## src/rtl/seg7_pkg.sv

```systemverilog
// Shared 7-segment definitions: active-low segment patterns ({g,f,e,d,c,b,a})
// and the default number of scanned digits.
package seg7_pkg;

  localparam int DIGITS_DEFAULT = 4;

  typedef logic [6:0] seg7_t;

  localparam seg7_t SEG_0    = 7'h40;
  localparam seg7_t SEG_1    = 7'h79;
  localparam seg7_t SEG_2    = 7'h24;
  localparam seg7_t SEG_3    = 7'h30;
  localparam seg7_t SEG_4    = 7'h19;
  localparam seg7_t SEG_5    = 7'h12;
  localparam seg7_t SEG_6    = 7'h02;
  localparam seg7_t SEG_7    = 7'h78;
  localparam seg7_t SEG_8    = 7'h00;
  localparam seg7_t SEG_9    = 7'h10;
  localparam seg7_t SEG_DASH = 7'h3F;
  localparam seg7_t SEG_OFF  = 7'h7F;

endpackage

```

## src/rtl/bcd_to_seg7.sv

```systemverilog
// Combinational BCD to active-low 7-segment decoder; codes 10-15 show a dash.
module bcd_to_seg7
  import seg7_pkg::*;
(
  input  logic [3:0] i_bcd,
  output logic [6:0] o_seg
);

  always_comb begin
    o_seg = SEG_DASH;
    case (i_bcd)
      4'd0:    o_seg = SEG_0;
      4'd1:    o_seg = SEG_1;
      4'd2:    o_seg = SEG_2;
      4'd3:    o_seg = SEG_3;
      4'd4:    o_seg = SEG_4;
      4'd5:    o_seg = SEG_5;
      4'd6:    o_seg = SEG_6;
      4'd7:    o_seg = SEG_7;
      4'd8:    o_seg = SEG_8;
      4'd9:    o_seg = SEG_9;
      default: o_seg = SEG_DASH;
    endcase
  end

endmodule

```

## src/rtl/bcd_display_scan.sv

```systemverilog
// Time-multiplexed common-anode display driver for a packed BCD count, with
// leading-zero blanking and a sticky overflow indicator on the last digit's dp.
module bcd_display_scan
  import seg7_pkg::*;
#(
  parameter int DIGITS      = DIGITS_DEFAULT,
  parameter int REFRESH_DIV = 50000,
  parameter int DIV_W       = 16,
  localparam int IDX_W      = (DIGITS > 1) ? $clog2(DIGITS) : 1
) (
  input  logic                  clk,
  input  logic                  reset,
  input  logic                  enable,
  input  logic                  load,
  input  logic [4*DIGITS-1:0]   bcd_in,
  input  logic                  ovr,
  input  logic                  clr_ovr,
  input  logic                  blank_lz,
  output logic [6:0]            seg,
  output logic                  dp,
  output logic [DIGITS-1:0]     an,
  output logic [IDX_W-1:0]      digit_idx
);

  localparam logic [DIV_W-1:0] DIV_LAST = DIV_W'(REFRESH_DIV - 1);
  localparam logic [IDX_W-1:0] IDX_LAST = IDX_W'(DIGITS - 1);

  logic [DIV_W-1:0]    r_div;
  logic [IDX_W-1:0]    r_idx;
  logic [4*DIGITS-1:0] r_snap;
  logic                r_ovr_flag;
  logic [6:0]          r_seg;
  logic                r_dp;
  logic [DIGITS-1:0]   r_an;

  logic                w_tick;
  logic [3:0]          w_digit [DIGITS];
  logic [DIGITS:1]     w_zero_up;
  logic [DIGITS-1:0]   w_blank;
  logic [DIGITS-1:0]   w_an_next;
  logic [3:0]          w_cur_digit;
  logic [6:0]          w_cur_seg;
  logic                w_cur_blank;

  assign w_tick = enable && (r_div == DIV_LAST);

  // w_zero_up[i]: digit i and every digit above it are zero (invalid codes
  // compare as nonzero, so a dash is never blanked).
  assign w_zero_up[DIGITS] = 1'b1;

  genvar gi;
  generate
    for (gi = 0; gi < DIGITS; gi++) begin : g_digit
      assign w_digit[gi]   = r_snap[4*gi +: 4];
      assign w_an_next[gi] = (r_idx != IDX_W'(gi));
    end

    for (gi = 1; gi < DIGITS; gi++) begin : g_zero
      assign w_zero_up[gi] = (w_digit[gi] == 4'd0) && w_zero_up[gi+1];
      assign w_blank[gi]   = blank_lz && w_zero_up[gi];
    end
  endgenerate

  assign w_blank[0]  = 1'b0;
  assign w_cur_digit = w_digit[r_idx];
  assign w_cur_blank = w_blank[r_idx];

  bcd_to_seg7 u_dec (
    .i_bcd (w_cur_digit),
    .o_seg (w_cur_seg)
  );

  always_ff @(posedge clk) begin
    if (reset) begin
      r_div      <= '0;
      r_idx      <= '0;
      r_snap     <= '0;
      r_ovr_flag <= 1'b0;
      r_seg      <= SEG_OFF;
      r_dp       <= 1'b1;
      r_an       <= '1;
    end else begin
      if (load) begin
        r_snap <= bcd_in;
      end

      // Set has priority so an overflow coinciding with a clear is not lost.
      if (ovr) begin
        r_ovr_flag <= 1'b1;
      end else if (clr_ovr) begin
        r_ovr_flag <= 1'b0;
      end

      if (enable) begin
        r_div <= w_tick ? '0 : r_div + DIV_W'(1);
        if (w_tick) begin
          r_idx <= (r_idx == IDX_LAST) ? '0 : r_idx + IDX_W'(1);
        end
        r_seg <= w_cur_blank ? SEG_OFF : w_cur_seg;
        r_dp  <= ~(r_ovr_flag && (r_idx == IDX_LAST));
        r_an  <= w_an_next;
      end
    end
  end

  assign seg       = r_seg;
  assign dp        = r_dp;
  assign an        = r_an;
  assign digit_idx = r_idx;

endmodule

```

## config.mk

```make
export PLATFORM = sky130hd
export DESIGN_NAME = bcd_display_scan
export DESIGN_NICKNAME = d
export VERILOG_FILES = /design/src/rtl/seg7_pkg.sv /design/src/rtl/bcd_to_seg7.sv /design/src/rtl/bcd_display_scan.sv
export SDC_FILE = /design/constraint.sdc
export NUM_CORES = 1
export LEC_CHECK = 0
export CORE_ASPECT_RATIO = 1.5
export CORE_UTILIZATION = 59
export CTS_BUF_LIST = sky130_fd_sc_hd__clkbuf_8
export DETAILED_ROUTE_END_ITERATION = 12
export HOLD_SLACK_MARGIN = 0.02
export PLACE_DENSITY = 0.95
export SYNTH_ARGS = -nofsm -noshare
export SYNTH_HDL_FRONTEND = slang
export SYNTH_SLANG_ARGS = --single-unit
```

## constraint.sdc

```tcl
create_clock -name clk -period 3.3 [get_ports clk]
set_input_delay 0.99 -clock clk [delete_from_list [all_inputs] [get_ports clk]]
set_output_delay 0.99 -clock clk [all_outputs]
set_load 0.02 [all_outputs]
```

==> impl_metrics.env, run 1 <==
export IMPL_status="finished, final reports clean"
export IMPL_min_path_type="flip-flop to flip-flop"
export IMPL_ys_seq_area_share_pct=41.6
export IMPL_synthFlopType="dfxtp_1"
export IMPL_vias_per_cell=5.97
export IMPL_finalMaxSlewViolations=0
export IMPL_dieArea_mm2=0.00409
export IMPL_die_x_um=52.5
export IMPL_multi_input_area_mm2=0.00122
export IMPL_synth_area_top_cells="dfxtp_1 42%, mux2i_1 9.3%, nor2_1 6.0%"
export IMPL_synth_edf_count=0
export IMPL_finalHoldViolations=0
export IMPL_critical_path_arrival_ns=1.72
export IMPL_cts_tree="done"
export IMPL_seq_area_um2=941
export IMPL_pwr_share_comb_pct=12.9
export IMPL_avgSynthCellArea_um2=9.22
export IMPL_fp_row_count=27
export IMPL_cap_violations=0
export IMPL_start_util_pct=61.4
export IMPL_netlist_instances=245
export IMPL_setup_tns_final_ns=0
export IMPL_final_common_cell="dfxtp_1"
export IMPL_area_growth_pct=21.4
export IMPL_most_common_layout_cells="47 x dfxtp_1, 36 x nor2_1, 36 x clkdlybuf4s50_1"
export IMPL_path_clk_slew_ns=0.09
export IMPL_final_core_util_pct=74.5
export IMPL_antenna_found_initial=0
export IMPL_leakage_nw=1.06
export IMPL_swShare_pct=24.8
export IMPL_cts_hold_buffers_added=0
export IMPL_diodes=0
export IMPL_nFillCells=232
export IMPL_grt_pass1_wl_mm=8.63
export IMPL_grt_ovfl_total=0
export IMPL_crit_chain="clkdlybuf4s50_1"
export IMPL_post_route_period_util_pct=82.1
export IMPL_synth_area_mm2=0.00226
export IMPL_post_cts_setup_buffers=0
export IMPL_grt_setup_unrepaired="false"
export IMPL_sequentialPowerShare_pct=53.6
export IMPL_placed_cell_area_mm2=0.00264
export IMPL_fin_hold_ws_ns=0.494
export IMPL_slew_headroom_pct=64.5
export IMPL_num_vias=1929
export IMPL_worst_path_buf_inv=1
export IMPL_grt_max_degree=23
export IMPL_fin_skew_ns=0.00691
export IMPL_yosys_cell_types_count=37
export IMPL_die_y_um=77.8
export IMPL_syn_nets=278
export IMPL_wl_per_cell_um=16.3
export IMPL_finalSetupViolations=0
export IMPL_crit_path_start_kind="flip-flop"
export IMPL_htree_levels=2
export IMPL_fin_nets=312
export IMPL_ir_worst_vdd_v=0.000459
export IMPL_p_total_mw=1.14
export IMPL_coreArea_mm2=0.00368
export IMPL_globalplace_congestion=0.906
export IMPL_ys_ff_latch=47
export IMPL_cts_resized=0
export IMPL_clock_sinks=47
export IMPL_drt_iter0_markers=53
export IMPL_synth_warnings=0
export IMPL_final_cell_area_mm2=0.00274
export IMPL_cp_end_kind="output pin"
export IMPL_synth_top_area_cell="dfxtp_1"
export IMPL_grtUsageTotal_pct=28.8
export IMPL_insertion_delay_ns=0.31
export IMPL_cp_max_fo=12
export IMPL_drcViolationCount=0
export IMPL_num_io_pins=37
export IMPL_yosysTopAreaCellShare_pct=41.6
export IMPL_place_ws_ns=0.471
export IMPL_post_route_min_period_ns=2.71
export IMPL_p_switching_mw=0.281
export IMPL_cp_slowest_stage_delay_ns=0.75
export IMPL_tightestPinTransition_ns=0.532
export IMPL_slowest_stage="clkdlybuf4s50_1"
export IMPL_p_clk_share_pct=33.6
export IMPL_portBuffers=36
export IMPL_worstPathRequired_ns=2.31
export IMPL_cts_buffer_depth=2
export IMPL_first_global_vias=1956
export IMPL_worst_slack_ns=0.592
export IMPL_finalWirelength_mm=5.28
export IMPL_max_freq_mhz=369
export IMPL_p_int_mw=0.854
export IMPL_crit_type="flip-flop to output pin"
export IMPL_ant_nets=0
export IMPL_cts_root_buf="clkbuf_8"
export IMPL_place_inst=315
export IMPL_first_pass_iters=4
export IMPL_finalNonFillerCells=323
export IMPL_dp_hpwl_mm=3.86
export IMPL_drive_above_1_share_pct=6.43
export IMPL_cts_buffers=5
export IMPL_crit_family="buffers and inverters"
export IMPL_async_flop_share_pct=0
export IMPL_power_density_mw_per_mm2=414
-- Yosys cell counts, types with 2 or more instances --
library cell and number:
mux4_2 4, nand2b_1 7, o21ai_0 7, a31oi_1 4, or3_1 3, o21ai_1 4, ha_1 10, nor4_1 2
nand3_1 7, a21oi_1 10, nor4b_1 2, nor3_1 11, xnor2_1 5, buf_2 3, a41oi_1 2, nor2_1 36
xor2_1 7, nand2_1 11, mux2_1 2, clkbuf_1 7, nand4_1 7, mux2i_1 21, buf_4 2, or4_1 3
dfxtp_1 47, inv_1 10
-- final timing paths --
kind                     start           end  slack (ns)  cells after the start
hold reg to reg      r_div[15]     r_div[15]        0.49                      2
hold / removal       r_div[15]     r_div[15]        0.49                      2
setup reg to reg  digit_idx[0]        seg[4]        1.06                      6
setup / recovery  digit_idx[0]  digit_idx[0]        0.59                      1
-- state kept, by name, summed over array words and instances (netlist names) --
register    cells
an              4
digit_idx       2
dp              1
r_div          16
r_ovr_flag      1
r_snap         16
seg             7
-- power groups by stage --
stage	Combinational (mW)	Clock (mW)	Sequential [mW]
detailed placement	0.143	0	0.621
global placement	0.137	0	0.620
global route	0.158	0.410	0.610
floorplan	0.0742	0	0.626
CTS	0.145	0.382	0.607
finish	0.146	0.381	0.608
-- cell type report --
class,count,share of cell area [%]
clock buffers,7,3.51
multi-input cells,175,44.5
inverters,10,1.37
clock inverters,1,0.137
repair buffers,40,14.2
flip-flops and latches,47,34.3
well taps,43,1.96
-- layer usage --
layer	part of all wire, %	global-route usage [%]	vias up	wire, um
met2	57	54.3	80	2990
li1	-	-	926	-
met5	0	0	-	0
met1	35	25.3	901	1840
met3	4.0	7.06	22	209
met4	4.5	17.4	0	238
-- cells by family after synthesis --
kind of cell,Yosys count,synth area share [%]
and+or+nand+nor,97,22.2
DFF,47,41.6
AOI/OAI and AO/OA,28,6.87
muxes,28,14.8
buffers and inverters,23,4.32
xor gates and xnor gates,12,4.65
adders and majority gates,10,5.54
Power figures use the tool's default switching activity.
==> inputs of run 2 (changes only) <==
--- a/config.mk
+++ b/config.mk
@@ -6,11 +6,11 @@
 export NUM_CORES = 1
 export LEC_CHECK = 0
 export CORE_ASPECT_RATIO = 1.5
-export CORE_UTILIZATION = 59
+export CORE_UTILIZATION = 55
 export CTS_BUF_LIST = sky130_fd_sc_hd__clkbuf_8
 export DETAILED_ROUTE_END_ITERATION = 12
 export HOLD_SLACK_MARGIN = 0.02
-export PLACE_DENSITY = 0.95
+export PLACE_DENSITY = 0.91
 export SYNTH_ARGS = -nofsm -noshare
 export SYNTH_HDL_FRONTEND = slang
 export SYNTH_SLANG_ARGS = --single-unit
==> constraint.sdc (replaced) <==
create_clock -name clk -period 2.7 [get_ports clk]
set_input_delay 0.81 -clock clk [delete_from_list [all_inputs] [get_ports clk]]
set_output_delay 0.81 -clock clk [all_outputs]
set_load 0.02 [all_outputs]
==> run 2 against run 1 <==
Against the previous run:
- critical path depth unchanged
- clock-buffer cell count decreased by 2
- non-clock buffer count rose by 4
- clock skew hardly changed
- critical path type unchanged
- critical endpoint unchanged
==> impl_metrics.env, run 2 (synthesis gave the netlist of run 1 again) <==
export IMPL_fin_hold_ws_ns=0.494
export IMPL_portBuffers=36
export IMPL_area_growth_pct=23.4
export IMPL_cts_hold_buffers_added=0
export IMPL_max_freq_mhz=400
export IMPL_crit_path_start_kind="flip-flop"
export IMPL_grt_setup_unrepaired="false"
export IMPL_die_x_um=54.3
export IMPL_crit_chain="clkdlybuf4s50_1"
export IMPL_grt_pass1_wl_mm=8.06
export IMPL_globalplace_congestion=0.824
export IMPL_final_common_cell="dfxtp_1"
export IMPL_slew_headroom_pct=63.0
export IMPL_p_total_mw=1.43
export IMPL_fp_row_count=28
export IMPL_worst_path_buf_inv=1
export IMPL_diodes=0
export IMPL_seq_area_um2=941
export IMPL_cts_buffers=5
export IMPL_tightestPinTransition_ns=0.554
export IMPL_drcViolationCount=0
export IMPL_first_global_vias=1935
export IMPL_cp_max_fo=12
export IMPL_crit_family="buffers and inverters"
export IMPL_num_vias=1938
export IMPL_drt_iter0_markers=54
export IMPL_worstPathRequired_ns=1.89
export IMPL_dp_hpwl_mm=3.75
export IMPL_path_clk_slew_ns=0.09
export IMPL_post_cts_setup_buffers=0
export IMPL_finalMaxSlewViolations=0
export IMPL_insertion_delay_ns=0.30
export IMPL_vias_per_cell=5.89
export IMPL_ir_worst_vdd_v=0.000515
export IMPL_dieArea_mm2=0.00437
export IMPL_setup_tns_final_ns=0
export IMPL_drive_above_1_share_pct=8.10
export IMPL_nFillCells=301
export IMPL_cp_end_kind="output pin"
export IMPL_cts_tree="done"
export IMPL_clock_sinks=47
export IMPL_start_util_pct=57.6
export IMPL_fin_nets=316
export IMPL_finalHoldViolations=0
export IMPL_post_route_period_util_pct=92.6
export IMPL_wl_per_cell_um=15.2
export IMPL_cts_buffer_depth=2
export IMPL_slowest_stage="clkdlybuf4s50_1"
export IMPL_multi_input_area_mm2=0.00122
export IMPL_most_common_layout_cells="47 x dfxtp_1, 36 x nor2_1, 36 x clkdlybuf4s50_1"
export IMPL_power_density_mw_per_mm2=514
export IMPL_cap_violations=0
export IMPL_critical_path_arrival_ns=1.69
export IMPL_min_path_type="flip-flop to flip-flop"
export IMPL_cp_slowest_stage_delay_ns=0.71
export IMPL_r2r_slack_ns=0.38
export IMPL_die_y_um=80.5
export IMPL_status="finished, final reports clean"
export IMPL_htree_levels=2
export IMPL_antenna_found_initial=0
export IMPL_coreArea_mm2=0.00392
export IMPL_first_pass_iters=4
export IMPL_ant_nets=0
export IMPL_cts_root_buf="clkbuf_8"
export IMPL_num_io_pins=37
export IMPL_grtUsageTotal_pct=25.5
export IMPL_finalSetupViolations=0
export IMPL_finalWirelength_mm=4.99
export IMPL_post_route_min_period_ns=2.50
export IMPL_crit_type="flip-flop to output pin"
export IMPL_cts_resized=0
export IMPL_grt_max_degree=24
export IMPL_grt_ovfl_total=0
export IMPL_fin_skew_ns=0.00694
export IMPL_leakage_nw=1.08
## run 2: changes by cell type in the layout (fill, tap and decap cells not counted)
cell / before / now
buf_4: 4 / 8
bufinv_16: 0 / 1
clkbuf_8: 7 / 5
clkinv_2: 0 / 1
clkinv_4: 0 / 1
inv_1: 11 / 10
## run 2: final cells by class
class,count,share of cell area (%)
Clock buffer,5,2.47
Clock inverter,3,1.57
Inverter,10,1.35
Multi-Input combinational cell,175,43.8
Sequential cell,47,33.7
Tap cell,45,2.02
Timing Repair Buffer,44,15.1
## run 2: worst register-to-register path: stages (launching register included)
cell,delay (ns)
dfxtp_1,0.68
mux4_2,0.65
ha_1,0.23
inv_1,0.10
mux2i_1,0.08
mux2_1,0.30
a31oi_1,0.20
## run 2: power by group
group / internal [mW] / total (mW) / switching, mW
combinational: 0.0943 / 0.179 / 0.0845
sequential: 0.721 / 0.744 / 0.0227
clock: 0.276 / 0.510 / 0.235
total: 1.09 / 1.43 / 0.342
## run 2: worst paths after layout
check                from      endpoint  depth (start not counted)
min reg2reg    r_ovr_flag    r_ovr_flag                          2
max reg2reg  digit_idx[0]        seg[4]                          6
max          digit_idx[0]  digit_idx[0]                          1
min            r_ovr_flag    r_ovr_flag                          2
## run 2: metrics by stage
step / std cells / util [%] / area, um^2 / worst slack, ns
final: 329 / 71.1 / 2790 / 0.201
after detailed placement: 321 / 68.2 / 2680 / 0.142
after global routing: 329 / 71.1 / 2790 / 0.103
after global placement: 321 / 68.2 / 2680 / 0.180
after floorplan: 245 / - / 2260 / 0.599
after CTS: 329 / 71.1 / 2790 / 0.165
## run 2: metal layers
layer	track usage, %	wire length, um	vias up
met3	5.68	191	18
met1	23.1	1730	918
met2	48.4	2910	70
met5	0	0	-
met4	13.3	159	0
li1	-	-	932
